`src/rtl/i2s_pkg.sv`:
```
// Shared constants, state encodings and sample types for the I2S frame controller.
// Optional build macro: I2S_LEFT_JUSTIFIED_EN (left-justified capture, no 1-bit delay).
package i2s_pkg;

  localparam int unsigned I2S_DATA_BITS = 24;
  localparam int unsigned I2S_SLOT_BITS = 32;

  localparam logic [1:0] ST_IDLE  = 2'd0;
  localparam logic [1:0] ST_LEFT  = 2'd1;
  localparam logic [1:0] ST_RIGHT = 2'd2;

  typedef logic [I2S_DATA_BITS-1:0] sample_t;

  typedef struct packed {
    sample_t left;
    sample_t right;
  } stereo_t;

endpackage

```
`src/rtl/i2s_clk_div.sv`:
```
// bck/lrck generator and slot sequencer; emits sample, falling-bck and slot-wrap strobes
// that are valid during the cycle before the mck edge they describe.
module i2s_clk_div
  import i2s_pkg::*;
#(
  parameter int unsigned MCK_PER_BCK = 4,
  parameter int unsigned SLOT_BITS   = I2S_SLOT_BITS,
  localparam int unsigned DIV_W      = $clog2(MCK_PER_BCK),
  localparam int unsigned BIT_W      = $clog2(SLOT_BITS)
) (
  input  logic             mck,
  input  logic             rst,
  input  logic             en,
  output logic [1:0]       state,
  output logic [BIT_W-1:0] bit_cnt,
  output logic             bck,
  output logic             lrck,
  output logic             sample_evt,
  output logic             bck_fall,
  output logic             slot_wrap
);

  localparam logic [DIV_W-1:0] DIV_LAST = DIV_W'(MCK_PER_BCK - 1);
  localparam logic [DIV_W-1:0] DIV_HALF = DIV_W'(MCK_PER_BCK / 2);
  localparam logic [DIV_W-1:0] DIV_PRE  = DIV_W'(MCK_PER_BCK / 2 - 1);
  localparam logic [BIT_W-1:0] BIT_LAST = BIT_W'(SLOT_BITS - 1);

  logic [1:0]       state_q, state_d;
  logic [DIV_W-1:0] div_q, div_d;
  logic [BIT_W-1:0] bit_q, bit_d;
  logic             bck_q, bck_d;
  logic             lrck_q, lrck_d;
  logic             running;

  assign running    = (state_q != ST_IDLE);
  assign sample_evt = en && running && (div_q == DIV_PRE);
  assign bck_fall   = en && running && (div_q == DIV_LAST);
  assign slot_wrap  = bck_fall && (bit_q == BIT_LAST);

  always_comb begin
    state_d = state_q;
    div_d   = div_q;
    bit_d   = bit_q;
    if (!en) begin
      state_d = ST_IDLE;
      div_d   = '0;
      bit_d   = '0;
    end else if (!running) begin
      state_d = ST_LEFT;
    end else begin
      div_d = bck_fall ? '0 : div_q + 1'b1;
      if (bck_fall) begin
        bit_d = slot_wrap ? '0 : bit_q + 1'b1;
      end
      if (slot_wrap) begin
        state_d = (state_q == ST_LEFT) ? ST_RIGHT : ST_LEFT;
      end
    end
    // Registered from next-state so bck/lrck edges land on the same mck edge as the counters.
    bck_d  = (state_d != ST_IDLE) && (div_d >= DIV_HALF);
    lrck_d = (state_d == ST_RIGHT);
  end

  always_ff @(posedge mck or posedge rst) begin
    if (rst) begin
      state_q <= ST_IDLE;
      div_q   <= '0;
      bit_q   <= '0;
      bck_q   <= 1'b0;
      lrck_q  <= 1'b0;
    end else begin
      state_q <= state_d;
      div_q   <= div_d;
      bit_q   <= bit_d;
      bck_q   <= bck_d;
      lrck_q  <= lrck_d;
    end
  end

  assign state   = state_q;
  assign bit_cnt = bit_q;
  assign bck     = bck_q;
  assign lrck    = lrck_q;

endmodule

```
`src/rtl/i2s_frame_ctrl.sv`:
```
// Master-mode I2S receiver: deserialises left/right words and offers stereo pairs on a
// valid/ready handshake with sticky overrun. Define I2S_LEFT_JUSTIFIED_EN for left-justified.
module i2s_frame_ctrl
  import i2s_pkg::*;
#(
  parameter int unsigned MCK_PER_BCK = 4,
  parameter int unsigned SLOT_BITS   = I2S_SLOT_BITS,
  parameter int unsigned DATA_BITS   = I2S_DATA_BITS,
  localparam int unsigned BIT_W      = $clog2(SLOT_BITS)
) (
  input  logic                 mck,
  input  logic                 rst,
  input  logic                 en,
  input  logic                 sdata_in,
  output logic                 bck,
  output logic                 lrck,
  output logic [BIT_W-1:0]     bit_count,
  output logic [DATA_BITS-1:0] left_out,
  output logic [DATA_BITS-1:0] right_out,
  output logic                 sample_valid,
  input  logic                 sample_ready,
  output logic                 overrun
);

`ifdef I2S_LEFT_JUSTIFIED_EN
  localparam int unsigned FIRST_BIT = 0;
`else
  localparam int unsigned FIRST_BIT = 1;
`endif

  localparam logic [BIT_W-1:0] FIRST_IDX = BIT_W'(FIRST_BIT);
  localparam logic [BIT_W-1:0] LAST_IDX  = BIT_W'(DATA_BITS - 1);

  logic [1:0]           state;
  logic [BIT_W-1:0]     bit_cnt;
  logic                 sample_evt, bck_fall, slot_wrap;
  logic [BIT_W-1:0]     bit_idx;
  logic                 in_word, word_last;
  logic [DATA_BITS-1:0] word_next;

  logic [DATA_BITS-1:0] shreg_q, shreg_d;
  logic [DATA_BITS-1:0] left_hold_q, left_hold_d;
  logic                 left_full_q, left_full_d;
  logic                 pair_done_q, pair_done_d;
  logic [DATA_BITS-1:0] left_out_q, left_out_d;
  logic [DATA_BITS-1:0] right_out_q, right_out_d;
  logic                 valid_q, valid_d;
  logic                 overrun_q, overrun_d;

  i2s_clk_div #(
    .MCK_PER_BCK(MCK_PER_BCK),
    .SLOT_BITS  (SLOT_BITS)
  ) u_clk_div (
    .mck       (mck),
    .rst       (rst),
    .en        (en),
    .state     (state),
    .bit_cnt   (bit_cnt),
    .bck       (bck),
    .lrck      (lrck),
    .sample_evt(sample_evt),
    .bck_fall  (bck_fall),
    .slot_wrap (slot_wrap)
  );

  // Slot bits before FIRST_BIT wrap to large indices and fall outside the capture window.
  assign bit_idx   = bit_cnt - FIRST_IDX;
  assign in_word   = (bit_idx <= LAST_IDX);
  assign word_last = (bit_idx == LAST_IDX);
  assign word_next = {shreg_q[DATA_BITS-2:0], sdata_in};

  always_comb begin
    shreg_d     = shreg_q;
    left_hold_d = left_hold_q;
    left_full_d = left_full_q;
    pair_done_d = 1'b0;
    if (!en) begin
      shreg_d     = '0;
      left_full_d = 1'b0;
    end else begin
      if (sample_evt && in_word) begin
        shreg_d = word_next;
        if (word_last) begin
          if (state == ST_LEFT) begin
            left_hold_d = word_next;
            left_full_d = 1'b1;
          end else if (left_full_q) begin
            pair_done_d = 1'b1;
            left_full_d = 1'b0;
          end
        end
      end
      // Keep the shifter empty outside the capture window so no stale bits leak into a word.
      if (bck_fall && word_last) begin
        shreg_d = '0;
      end
      if (slot_wrap && (state == ST_RIGHT)) begin
        left_full_d = 1'b0;
      end
    end
  end

  always_comb begin
    left_out_d  = left_out_q;
    right_out_d = right_out_q;
    valid_d     = valid_q;
    overrun_d   = overrun_q;
    if (pair_done_q) begin
      if (!valid_q || sample_ready) begin
        left_out_d  = left_hold_q;
        right_out_d = shreg_q;
        valid_d     = 1'b1;
      end else begin
        overrun_d = 1'b1;
      end
    end else if (valid_q && sample_ready) begin
      valid_d = 1'b0;
    end
    if (!en) begin
      overrun_d = 1'b0;
    end
  end

  always_ff @(posedge mck or posedge rst) begin
    if (rst) begin
      shreg_q     <= '0;
      left_hold_q <= '0;
      left_full_q <= 1'b0;
      pair_done_q <= 1'b0;
      left_out_q  <= '0;
      right_out_q <= '0;
      valid_q     <= 1'b0;
      overrun_q   <= 1'b0;
    end else begin
      shreg_q     <= shreg_d;
      left_hold_q <= left_hold_d;
      left_full_q <= left_full_d;
      pair_done_q <= pair_done_d;
      left_out_q  <= left_out_d;
      right_out_q <= right_out_d;
      valid_q     <= valid_d;
      overrun_q   <= overrun_d;
    end
  end

  assign bit_count    = bit_cnt;
  assign left_out     = left_out_q;
  assign right_out    = right_out_q;
  assign sample_valid = valid_q;
  assign overrun      = overrun_q;

endmodule

```
`config.mk`:
```
export PLATFORM = sky130hd
export DESIGN_NAME = i2s_frame_ctrl
export DESIGN_NICKNAME = d
export VERILOG_FILES = /design/src/rtl/i2s_pkg.sv /design/src/rtl/i2s_clk_div.sv /design/src/rtl/i2s_frame_ctrl.sv
export SDC_FILE = /design/constraint.sdc
export NUM_CORES = 1
export LEC_CHECK = 0
export ABC_CLOCK_PERIOD_IN_PS = 4000
export BUFFER_PORTS_ARGS = -buffer_cell sky130_fd_sc_hd__buf_4
export CAP_MARGIN = 0
export CORE_AREA = 10 10 113 115
export CTS_CLUSTER_SIZE = 40
export DETAILED_ROUTE_END_ITERATION = 10
export DIE_AREA = 0 0 123 125
export PLACE_DENSITY = 0.61
export REMOVE_ABC_BUFFERS = 1
export SYNTH_ARGS = -nofsm -noshare
export SYNTH_HDL_FRONTEND = slang
export SYNTH_HIERARCHICAL = 1
export SYNTH_SLANG_ARGS = --single-unit
```
`constraint.sdc`:
```
create_clock -name mck -period 4 [get_ports mck]
set_clock_uncertainty 0.2 [all_clocks]
set_input_delay 0.4 -clock mck [delete_from_list [all_inputs] [get_ports mck]]
set_output_delay 0.4 -clock mck [all_outputs]
set_load 0.02 [all_outputs]
```
Word-level counts from Yosys, hierarchy flattened
Index checks and enable logic that the tools add are counted.
- register bits: 111
- logic and storage cells: 83
- reduce and logical (&&, ||, !) cells: 20
- add/subtract/negate cells: 3
- $lt $le $gt $ge: 2
- muxes and demuxes: 30
- equal/unequal tests: 15
- operator list (kind ; number):
    24-bit two-way mux ; 3
    5-bit two-way mux ; 4
    1-bit two-way mux ; 16
    2-bit two-way mux ; 7
    5-bit == test, second input constant ; 2
    2-bit AND reduction ; 5
    1-bit logical AND ; 9
    3-bit by 1-bit != test with 1-bit output, second input constant ; 3
    2-bit by 1-bit != test with 1-bit output, second input constant ; 4
    2-bit == test, second input constant ; 3
    2-bit nonzero test ; 3
    5-bit by 1-bit adder with 5-bit output, second input constant ; 1
    5-bit less-or-equal comparator, second input constant ; 1
    5-bit by 1-bit subtractor with 5-bit output, second input constant ; 1
    2-bit by 1-bit == test with 1-bit output, second input constant ; 2
    4-bit AND reduction ; 1
    2-bit by 1-bit adder with 2-bit output, second input constant ; 1
    2-bit >= comparator, second input constant ; 1
    2-bit != test, second input constant ; 1
    1-bit logical NOT ; 1
    1-bit logical OR ; 1

Depth between registers and ports, before layout
Gate-level depths: netlist (run 1).
- depth in word-level cells: 9
- gate-level depth with buffers: 9
- mapped depth without buffers: 8

Cells and area by module
Netlist (run 1), hierarchy kept.
- by module, submodules not included (module ; times used ; cells each ; sequential area each (um^2) ; area an instance (um^2)):
    i2s_frame_ctrl ; 1 ; 277 ; 2502.4 ; 4030.1
    i2s_clk_div ; 1 ; 54 ; 275.3 ; 588.1

Worst setup path after synthesis (run 1)
OpenSTA, ideal clock, no wires.
- path type: reg-to-reg
- start: register u_clk_div.bit_q[0], in the netlist u_clk_div/bit_cnt[0]
- end: register left_hold_q[10]
- library setup time: 0.125 ns
- clock period less this slack: 2.705 ns
- data arrival time: 2.380 ns
- cell stages (with the launch flop): 10
- setup slack: 1.295 ns
- buffers on the path: 1
- cell sequence: dfrtp_1 > ha_1 > and3_1 > ha_1 > and4_2 > nand2_1 > o21ai_0 > nor3_4 > buf_6 > mux2_2
- word-level cells in the longest chain between the ends: 4
- elaborated cells between the ends (all ways): 5
- classes of those cells: 1 x add/sub; 1 x order compare; 1 x eq/ne; 2 x reduce/logical
- ends and longest elaborated chain (element ; RTL line ; RTL):
    from (decl) ; i2s_clk_div.sv:30 ; logic [BIT_W-1:0] bit_q, bit_d;
    from (signal assigned) ; i2s_clk_div.sv:74 ; bit_q <= bit_d;
    5-bit by 1-bit subtractor with 5-bit output (*) ; i2s_frame_ctrl.sv:67 ; assign bit_idx = bit_cnt - FIRST_IDX;
    5-bit less-or-equal comparator ; i2s_frame_ctrl.sv:68 ; assign in_word = (bit_idx <= LAST_IDX);
    1-bit logical AND ; i2s_frame_ctrl.sv:81 ; if (sample_evt && in_word) begin
    4-bit AND reduction (no source line) (*) ; - ;
    to (signal assigned) ; i2s_frame_ctrl.sv:136 ; left_hold_q <= left_hold_d;
    to (decl) ; i2s_frame_ctrl.sv:42 ; logic [DATA_BITS-1:0] left_hold_q, left_hold_d;
Every way passes the cells marked *; elsewhere a longest branch is shown, timed or not.
A chain may end at the register's enable or synchronous reset.

Worst setup path after layout (run 1)
- start: register u_clk_div.bit_q[0], in the netlist u_clk_div/bit_cnt[0]
- end: register left_hold_q[8]
Same word-level chain as after synthesis.

==> flow_summary.toml, run 1 <==
[pwr]
p_leak_nw = 2.918
power_mw = 2.000
p_sw_mw = 0.4220
powerDensity_nw_per_um2 = 366.0
vdd_drop_max_uv = 147.6
pwr-share-clk_pct = 40.7
intPower_mw = 1.578
comb_power_share_pct = 2.9
pwr-share-seq_pct = 56.5
p_sw_share_pct = 21.10

[clocking]
clk_path_buf_depth = 2
cts_buffers = 9
root_buffer = "clkbuf_8"
post-cts-setup-buffers = 0
clk_latency_ns = 0.36
clkSinkCount = 111
cts.clk_slew.worst_paths_ns = 0.10
htreeDepth = 3
cts_tree = "built"

[detailed_routing]
drc_errors = 0
firstDrtPassIters = 4
drtAntennaViolNets = 0
via_count = 2759
drt-initial-drc-count = 217
route.detailed.wl_per_inst_um = 16.22
via_per_inst = 5.147
routed_wl_um = 8694

[yosys]
syn_area_per_cell_um2 = 13.95
ys_seq_area_share_pct = 60.15
synth_warnings = 6
synth_top_cell_area_share_pct = 60.15
yosys-top-cells-area = "dfrtp_1 (60%), mux2_2 (17%), mux2i_1 (5.4%), nand3_1 (3.0%), ha_1 (1.6%)"
async_flop_share_pct = 100.0
synth-seq-cells = 111
yosysUniqueCellTypes = 46
syn-instance-count = 331
synth_area_leader_cell = "dfrtp_1"
yosysMostFrequentCell = "dfrtp_1"
yosys_most_used_dff = "dfrtp_1"
synth_common_cells = "dfrtp_1 (111), mux2_2 (71), nand3_1 (28)"
synthesis.area_um2 = 4618
synth-edff-count = 0

[sta]
slew_violations = 0
whs_ns = 0.09182
rsz0062_at_grt = "no"
max_clock_freq_mhz = 324.0
max-slew-margin-rel_pct = 22.01
period_share_pct = 77.16
tightest_slew_ns = 1.166
setup_tns_ns = 0
hold_viol = 0
setup_viol = 0
fin_ws_ns = 0.9137
fin_crit_ns = 3.086

[critical_path]
ff2ff_path_depth = 9
crit_required_ns = 4.05
reg2reg_slack_ns = 0.91
rr_endpoint = "left_hold_q[8]"
crit_end = "left_hold_q[8]"
crit_start = "u_clk_div/bit_cnt[0]"
cp-start-kind = "flip-flop"
cp_max_fo = 18
timing.rr.start = "u_clk_div/bit_cnt[0]"
cp.arrival_ns = 3.14
crit_type = "flip-flop to flip-flop"
cp-end-kind = "flip-flop"

[global_route]
grt.total_usage_pct = 11.82
grt_pass1_wl_um = 14850
antenna_found_initial = 0
grt_pass1_vias = 2820
grt_max_degree = 49
overflow = 0

[final_layout]
nets = 402
antenna_cells = 0
area_growth_pct = 18.31
final_cell_area_um2 = 5464
drive_gt1_share_pct = 41.67

[floorplanning]
row_count = 38
die_y_um = 125
die_w_um = 123
dieArea_um2 = 15380
initial_core_util_pct = 43.56
core_area_um2 = 10600
pin_count = 62

[placement]
io_buffers = 61
dp_hpwl_um = 5964
place_congestion = 0.7128
placedInstanceArea_um2 = 5201
dp_slack_ns = 0.9012

[status]
status = "finished clean"

[run]
drv_cap = 0

[min_path]
min_path_type = "primary input to flip-flop"
[how the worst min path moves through the flow]
| stage | from | end | slack (ns) | cells past startpoint |
|---|---|---|---|---|
| after floorplan | rst | u_clk_div/bck | 0.05 | 1 |
| after global placement | rst | u_clk_div/lrck | 0.26 | 2 |
| after detailed placement | rst | u_clk_div/lrck | 0.26 | 2 |
| after CTS | sdata_in | left_hold_q[0] | 0.08 | 2 |
| after global routing | sdata_in | left_hold_q[0] | 0.09 | 2 |
| final | sdata_in | left_hold_q[0] | 0.09 | 2 |
[power by group through the flow]
stage               sequential [mW]  clock, mW  combinational [mW]
finish                         1.13      0.813              0.0573
global route                   1.13      0.875              0.0667
CTS                            1.13      0.838              0.0605
detailed placement             1.15          0              0.0596
global placement               1.15          0              0.0581
floorplan                      1.15          0              0.0343
[sequential cells by signal, indices dropped and copies added (netlist names)]
name,cells
shreg_q,24
overrun,1
left_out,24
left_hold_q,24
u_clk_div/bit_cnt,5
right_out,24
u_clk_div/bck,1
sample_valid,1
u_clk_div/lrck,1
u_clk_div/state,2
u_clk_div/div_q,2
pair_done_q,1
left_full_q,1
[layout make-up]
type | count | area [um2]
Tap cell | 140 | 175.2
Multi-Input combinational cell | 194 | 1724
Fill cell | 915 | 5139
Timing Repair Buffer | 66 | 498.0
Clock inverter | 6 | 115.1
Inverter | 9 | 36.28
Sequential cell | 111 | 2778
Clock buffer | 10 | 137.6
[cells in the final DEF, fill, tap and decap left out, drive strengths merged, types with 2 or more instances in the layout]
master	n
dfrtp	111
mux2	72
buf	65
nand3	28
mux2i	25
clkbuf	10
inv	10
nand2	7
ha	6
o21ai	6
a21boi	6
nor2	5
nor2b	4
nand2b	3
bufinv	3
o211a	3
nand4	3
and3	3
a31oi	2
a21oi	2
or3	2
nor3	2
[metal layers]
layer | global-route usage [%] | wire [um] | up-vias | part of all wire [%]
li1 | - | - | 1312 | -
met1 | 16.00 | 3939 | 1377 | 45
met2 | 18.03 | 4178 | 59 | 48
met3 | 2.385 | 417 | 11 | 4.8
met4 | 4.935 | 159 | 0 | 1.8
met5 | 0 | 0 | - | 0
[cell families (layout without fill, tap and decap cells)]
kind of cell / Yosys count / after routing / synth area share, %
multiplexers: 97 / 97 / 22.97
AND/OR/NAND/NOR: 64 / 64 / 8.210
flip-flops: 111 / 111 / 60.15
adder cells (fa/ha/maj): 6 / 6 / 1.626
XOR/XNOR: 1 / 1 / 0.1897
buffers and inverters: 26 / 91 / 2.574
AO/OA/AOI/OAI: 26 / 26 / 4.281
[timing repair]
item	in CTS	in global routing
hold endpoints to repair	56	0
gates resized for setup	0	0
hold buffers	1	0
[critical path, cell delays in order, from the launching register on]
cell	delay, ns
dfrtp_1	0.49
ha_1	0.27
and3_1	0.19
ha_1	0.28
and4_2	0.24
nand2_1	0.08
o21ai_0	0.13
nor3_4	0.36
buf_4	0.36
mux2_2	0.37
[per-stage QoR]
stage	std cells	util, %
finish	536	51.53
global route	536	51.53
CTS	536	51.53
detailed placement	519	49.06
global placement	519	49.06
floorplan	314	-
Power figures use the tool's default switching activity.
==> inputs of run 2 (changes only) <==
--- a/config.mk
+++ b/config.mk
@@ -5,14 +5,15 @@
 export SDC_FILE = /design/constraint.sdc
 export NUM_CORES = 1
 export LEC_CHECK = 0
-export ABC_CLOCK_PERIOD_IN_PS = 4000
+export ABC_AREA = 1
+export ABC_CLOCK_PERIOD_IN_PS = 3200
 export BUFFER_PORTS_ARGS = -buffer_cell sky130_fd_sc_hd__buf_4
 export CAP_MARGIN = 0
-export CORE_AREA = 10 10 113 115
+export CORE_AREA = 10 10 115 117
 export CTS_CLUSTER_SIZE = 40
 export DETAILED_ROUTE_END_ITERATION = 10
-export DIE_AREA = 0 0 123 125
-export PLACE_DENSITY = 0.61
+export DIE_AREA = 0 0 125 127
+export PLACE_DENSITY = 0.6
 export REMOVE_ABC_BUFFERS = 1
 export SYNTH_ARGS = -nofsm -noshare
 export SYNTH_HDL_FRONTEND = slang
==> constraint.sdc (replaced) <==
create_clock -name mck -period 3.2 [get_ports mck]
set_clock_uncertainty 0.2 [all_clocks]
set_input_delay 0.32 -clock mck [delete_from_list [all_inputs] [get_ports mck]]
set_output_delay 0.32 -clock mck [all_outputs]
set_load 0.02 [all_outputs]
==> run 2 against run 1 <==
  * First-iteration DRC count shrank 7.4%
  * Via count grew 19%
  * Sequential share of layout area shrank 1.7 points
  * Critical path depth grew 2
  * Sequential cell count is the same
  * Non-clock buffer count grew 1
  * Design area grew 3.4%
  * Final cell count grew 26%
  * Largest power group unchanged
  * Clock power grew 29%
  * Sequential power grew 25%
  * Largest cell class unchanged
  * Worst hold slack lost 0.058 ns
  * Critical endpoint is now shreg_q[20]
==> flow_summary.toml, run 2 <==
[critical_path]
cp-end-kind = "flip-flop"
crit_type = "flip-flop to flip-flop"
ff2ff_path_depth = 11
cp.arrival_ns = 2.52
cp-start-kind = "flip-flop"
cp_max_fo = 21
crit_required_ns = 3.23

[floorplanning]
initial_core_util_pct = 43.06
die_w_um = 125
die_y_um = 127
pin_count = 62
dieArea_um2 = 15880
row_count = 39
core_area_um2 = 11130

[yosys]
yosys_most_used_dff = "dfrtp_1"
synth-seq-cells = 111
syn_area_per_cell_um2 = 10.15
synth_top_cell_area_share_pct = 57.98
synth_warnings = 6
yosysUniqueCellTypes = 33
yosys-top-cells-area = "dfrtp_1 (58%), nand2_1 (8.1%), mux2_2 (5.9%), inv_1 (3.8%), nand3_1 (3.7%)"
synth_common_cells = "dfrtp_1 (111), nand2_1 (103), inv_1 (48)"
async_flop_share_pct = 100.0
yosysMostFrequentCell = "dfrtp_1"
syn-instance-count = 472
synth_area_leader_cell = "dfrtp_1"
synthesis.area_um2 = 4791
synth-edff-count = 0
ys_seq_area_share_pct = 57.98

[sta]
rsz0062_at_grt = "no"
period_share_pct = 77.74
hold_viol = 0
setup_viol = 0
max-slew-margin-rel_pct = 47.38
fin_crit_ns = 2.488
tightest_slew_ns = 0.7893
slew_violations = 0
max_clock_freq_mhz = 402.0

[final_layout]
nets = 540
drive_gt1_share_pct = 28.89
multi_input_area_um2 = 1687
area_growth_pct = 17.92
final_cell_area_um2 = 5649
post-route-util_pct = 50.78
mostFrequentLayoutCell = "dfrtp_1"
fillers = 1020
antenna_cells = 0
final_cell_mix = "dfrtp_1 (111), nand2_1 (102), buf_4 (64)"
regArea_um2 = 2778

[placement]
io_buffers = 61
placedInstanceArea_um2 = 5364
dp_hpwl_um = 6640
place_congestion = 0.8067

[pwr]
intPower_mw = 1.995
pwr-share-clk_pct = 41.2
comb_power_share_pct = 3.6
vdd_drop_max_uv = 245.1
p_sw_mw = 0.5602
powerDensity_nw_per_um2 = 452.4
p_leak_nw = 2.810
p_sw_share_pct = 21.92
pwr-share-seq_pct = 55.2

[run]
drv_cap = 0

[status]
status = "finished clean"

[detailed_routing]
drt-initial-drc-count = 201
route.detailed.wl_per_inst_um = 14.01
routed_wl_um = 9474
drtAntennaViolNets = 0
drc_errors = 0
firstDrtPassIters = 4
via_count = 3282
via_per_inst = 4.855

[clocking]
clk_path_buf_depth = 2
root_buffer = "clkbuf_16"
htreeDepth = 3
cts_buffers = 9
clkSinkCount = 111
clk_latency_ns = 0.34
cts_tree = "built"
cts_resized = 0
cts.clk_slew.worst_paths_ns = 0.07

[global_route]
grt_max_degree = 66
grt_pass1_vias = 3303
overflow = 0
grt.total_usage_pct = 12.18
grt_pass1_wl_um = 16270
antenna_found_initial = 0

[min_path]
min_path_type = "primary input to flip-flop"
min_path_cells = 3
-- run 2: worst max-delay path, cell delays in order, from the launching register on --
cell	delay [ns]
dfrtp_1	0.46
inv_1	0.16
ha_1	0.23
inv_1	0.07
nand2_2	0.08
nand2_2	0.06
nor2_4	0.11
nand4_1	0.23
nand2_2	0.51
nor2_1	0.13
nand2_1	0.09
nand2_1	0.05
-- run 2: routing by layer --
metal	vias to the layer above	GRT usage, %	part of all wire [%]
li1	1637	-	-
met1	1583	15.50	47
met2	55	19.38	47
met3	7	3.681	5.2
met4	0	4.268	1.4
met5	-	0	0
-- run 2: power groups by stage --
| stage | registers, mW | logic, mW | clock network [mW] |
|---|---|---|---|
| final | 1.41 | 0.0921 | 1.05 |
| after global routing | 1.41 | 0.106 | 1.14 |
| after floorplan | 1.44 | 0.0601 | 0 |
| after CTS | 1.41 | 0.0962 | 1.07 |
| after global placement | 1.44 | 0.0929 | 0 |
| after detailed placement | 1.44 | 0.0947 | 0 |
-- run 2: kinds of logic after synthesis --
logic type      count (synthesis)  synth area share (%)
mux                            25                 5.876
xor+xnor                        2                0.3657
fa+ha+maj                       6                 1.567
simple gates                  183                 17.79
compound gates                 72                 9.454
flops                         111                 57.98
buf+inv                        73                 6.973
-- run 2: repair_timing --
item,4_1_cts,5_1_grt
buffers inserted,0,0
hold buffers,1,0
hold endpoints to repair,74,0
-- run 2: area by class of cell --
cell class,instances,share of cell area [%]
Clock buffer,12,4.540
Clock inverter,3,0.3322
Inverter,52,3.544
Multi-Input combinational cell,288,29.86
Sequential cell,111,49.17
Tap cell,143,3.167
Timing Repair Buffer,67,9.391
-- run 2: per-stage QoR --
stage	setup slack, ns	TNS, ns	total power, mW	cells	hold WS, ns
2_1_floorplan	-0.3894	-9.053	1.500	451	-0.02756
5_1_grt	0.4451	0	2.658	676	0.04957
6_report	0.7123	0	2.556	676	0.03359
3_3_place_gp	0.8306	0	1.531	660	0.1680
4_1_cts	0.6892	0	2.581	676	0.02910
3_5_place_dp	0.7122	0	1.533	660	0.1746
-- run 2: final timing paths --
path                                           start        endpoint  slack (ns)
worst max-delay path            u_clk_div/bit_cnt[0]     shreg_q[20]        0.71
worst min-delay path                        sdata_in  left_hold_q[0]        0.03
worst max register to register  u_clk_div/bit_cnt[0]     shreg_q[20]        0.71
worst min register to register        left_hold_q[7]  left_hold_q[7]        0.28
max in group asynchronous                        rst    right_out[9]        1.55
min in group asynchronous                        rst  u_clk_div/lrck        0.36
==> inputs of run 3 (changes only) <==
--- a/config.mk
+++ b/config.mk
@@ -6,7 +6,7 @@
 export NUM_CORES = 1
 export LEC_CHECK = 0
 export ABC_AREA = 1
-export ABC_CLOCK_PERIOD_IN_PS = 3200
+export ABC_CLOCK_PERIOD_IN_PS = 2600
 export BUFFER_PORTS_ARGS = -buffer_cell sky130_fd_sc_hd__buf_4
 export CAP_MARGIN = 0
 export CORE_AREA = 10 10 115 117
==> constraint.sdc (replaced) <==
create_clock -name mck -period 2.6 [get_ports mck]
set_clock_uncertainty 0.2 [all_clocks]
set_input_delay 0.26 -clock mck [delete_from_list [all_inputs] [get_ports mck]]
set_output_delay 0.26 -clock mck [all_outputs]
set_load 0.02 [all_outputs]
==> run 3 against run 2 <==
  * Wire length about the same
  * Combinational power grew 30%
  * Final cell count grew 0.74%
  * Largest cell class unchanged
  * Worst setup slack lost 0.38 ns
  * Sequential power up 23%
  * Global-route usage hardly changed
==> flow_summary.toml, run 3 (synthesis results as in run 2) <==
[clocking]
htreeDepth = 3
cts_buffers = 9
clk_path_buf_depth = 2
cts_tree = "built"
root_buffer = "clkbuf_16"
clkSinkCount = 111
clk_latency_ns = 0.35
cts.clk_slew.worst_paths_ns = 0.07

[floorplanning]
pin_count = 62
die_y_um = 127
row_count = 39
die_w_um = 125
dieArea_um2 = 15880
core_area_um2 = 11130
initial_core_util_pct = 43.06

[pwr]
power_mw = 3.456
powerDensity_nw_per_um2 = 599.7
p_leak_nw = 2.857
vdd_drop_max_uv = 320.6

[global_route]
met1_usage_pct = 15.36
grt.total_usage_pct = 12.18
grt_pass1_vias = 3402
overflow = 0
grt_max_degree = 59
antenna_found_initial = 0
grt_util_met2_pct = 19.50
grt_busiest_layer = "met2"
use_met3_pct = 3.226
grt_pass1_wl_um = 16400

[sta]
max-slew-margin-rel_pct = 57.25
max_clock_freq_mhz = 441.6
rsz0062_at_grt = "no"
hold_viol = 0
slew_violations = 0
setup_viol = 0
fin_crit_ns = 2.265
period_share_pct = 87.10
setup_tns_ns = 0
whs_ns = 0.06213
tightest_slew_ns = 0.6413

[status]
status = "finished clean"

[run]
drv_cap = 0

[detailed_routing]
drtAntennaViolNets = 0
route.detailed.wl_per_inst_um = 13.91
routed_wl_um = 9471
via_count = 3304
via_per_inst = 4.852
drc_errors = 0
drt-initial-drc-count = 205
firstDrtPassIters = 4

[placement]
dp_hpwl_um = 6546
io_buffers = 61
place_inst = 662
placedInstanceArea_um2 = 5379
place_congestion = 0.8142

[critical_path]
timing.rr.start = "u_clk_div/bit_cnt[0]"
crit_start = "u_clk_div/bit_cnt[0]"
cp.arrival_ns = 2.29
cp-start-kind = "flip-flop"
reg2reg_slack_ns = 0.34
crit_required_ns = 2.62
cp_max_fo = 18
crit_type = "flip-flop to flip-flop"
cp-end-kind = "flip-flop"

[final_layout]
fin_cells = 681
drive_gt1_share_pct = 29.37
regArea_um2 = 2778
mostFrequentLayoutCell = "dfrtp_1"
final_cell_area_um2 = 5763
fillers = 1050
nets = 544
area_growth_pct = 20.29
multi_input_area_um2 = 1687
antenna_cells = 0
final_cell_mix = "dfrtp_1 (111), nand2_1 (102), buf_4 (66)"

[min_path]
min_path_type = "primary input to flip-flop"
hold_start = "en"
==> run 3: cell count changes in the layout (fill, tap and decap cells not counted), sizes merged <==
cell         delta
bufinv          +3
clkinv          -2
dlygate4sd3     +2
buf             +2
inv             +1
clkinvlp        +1
clkbuf          -2
==> run 3: stage by stage <==
step                setup WS, ns  util [%]
floorplan                -0.9894         -
detailed placement        0.3469     48.35
finish                    0.3354     51.80
CTS                       0.3311     51.80
global placement          0.4505     48.35
global route              0.1550     51.80
==> run 3: where the power goes <==
part           switching, mW  internal (mW)  leakage (nW)  total (mW)
Combinational         0.0867         0.0329          1.14       0.120
Clock                  0.627          0.973         0.169        1.60
Sequential           0.00503           1.73          1.55        1.74
Total                  0.719           2.74          2.86        3.46
==> run 3: cell type report <==
| class | instances | area share, % |
|---|---|---|
| clock buffers | 10 | 4.147 |
| clock inverters | 6 | 1.997 |
| well taps | 143 | 3.105 |
| multi-input cells | 288 | 29.27 |
| repair buffers | 71 | 9.813 |
| inverters | 52 | 3.474 |
| flip-flops and latches | 111 | 48.20 |
==> run 3: what timing repair did <==
action / in CTS / in global routing
endpoints found under the hold margin: 62 / 0
buffers inserted: 0 / 0
resized for setup: 0 / 0
hold buffers: 3 / 0
==> run 3: layer usage <==
layer / share of wire [%] / up-vias / wire length [um]
met1: 47 / 1588 / 4476
met4: 1.5 / 0 / 140
met3: 4.4 / 11 / 417
met5: 0 / - / 0
met2: 47 / 57 / 4437
li1: - / 1648 / -
==> run 3: worst paths after layout <==
| check | end | cells past startpoint |
|---|---|---|
| max in group asynchronous | shreg_q[2] | 4 |
| max reg2reg | shreg_q[23] | 9 |
| min in group asynchronous | u_clk_div/lrck | 3 |
| max | shreg_q[23] | 9 |
| min | overrun | 2 |
| min reg2reg | left_hold_q[15] | 2 |
==> run 3: critical path, cell delays in order (launching register included) <==
cell	delay (ns)
dfrtp_1	0.47
inv_1	0.14
ha_1	0.26
nand2_1	0.12
nand2_2	0.08
nor2_4	0.11
nand4_1	0.23
nand2_2	0.16
buf_4	0.30
a21oi_1	0.08
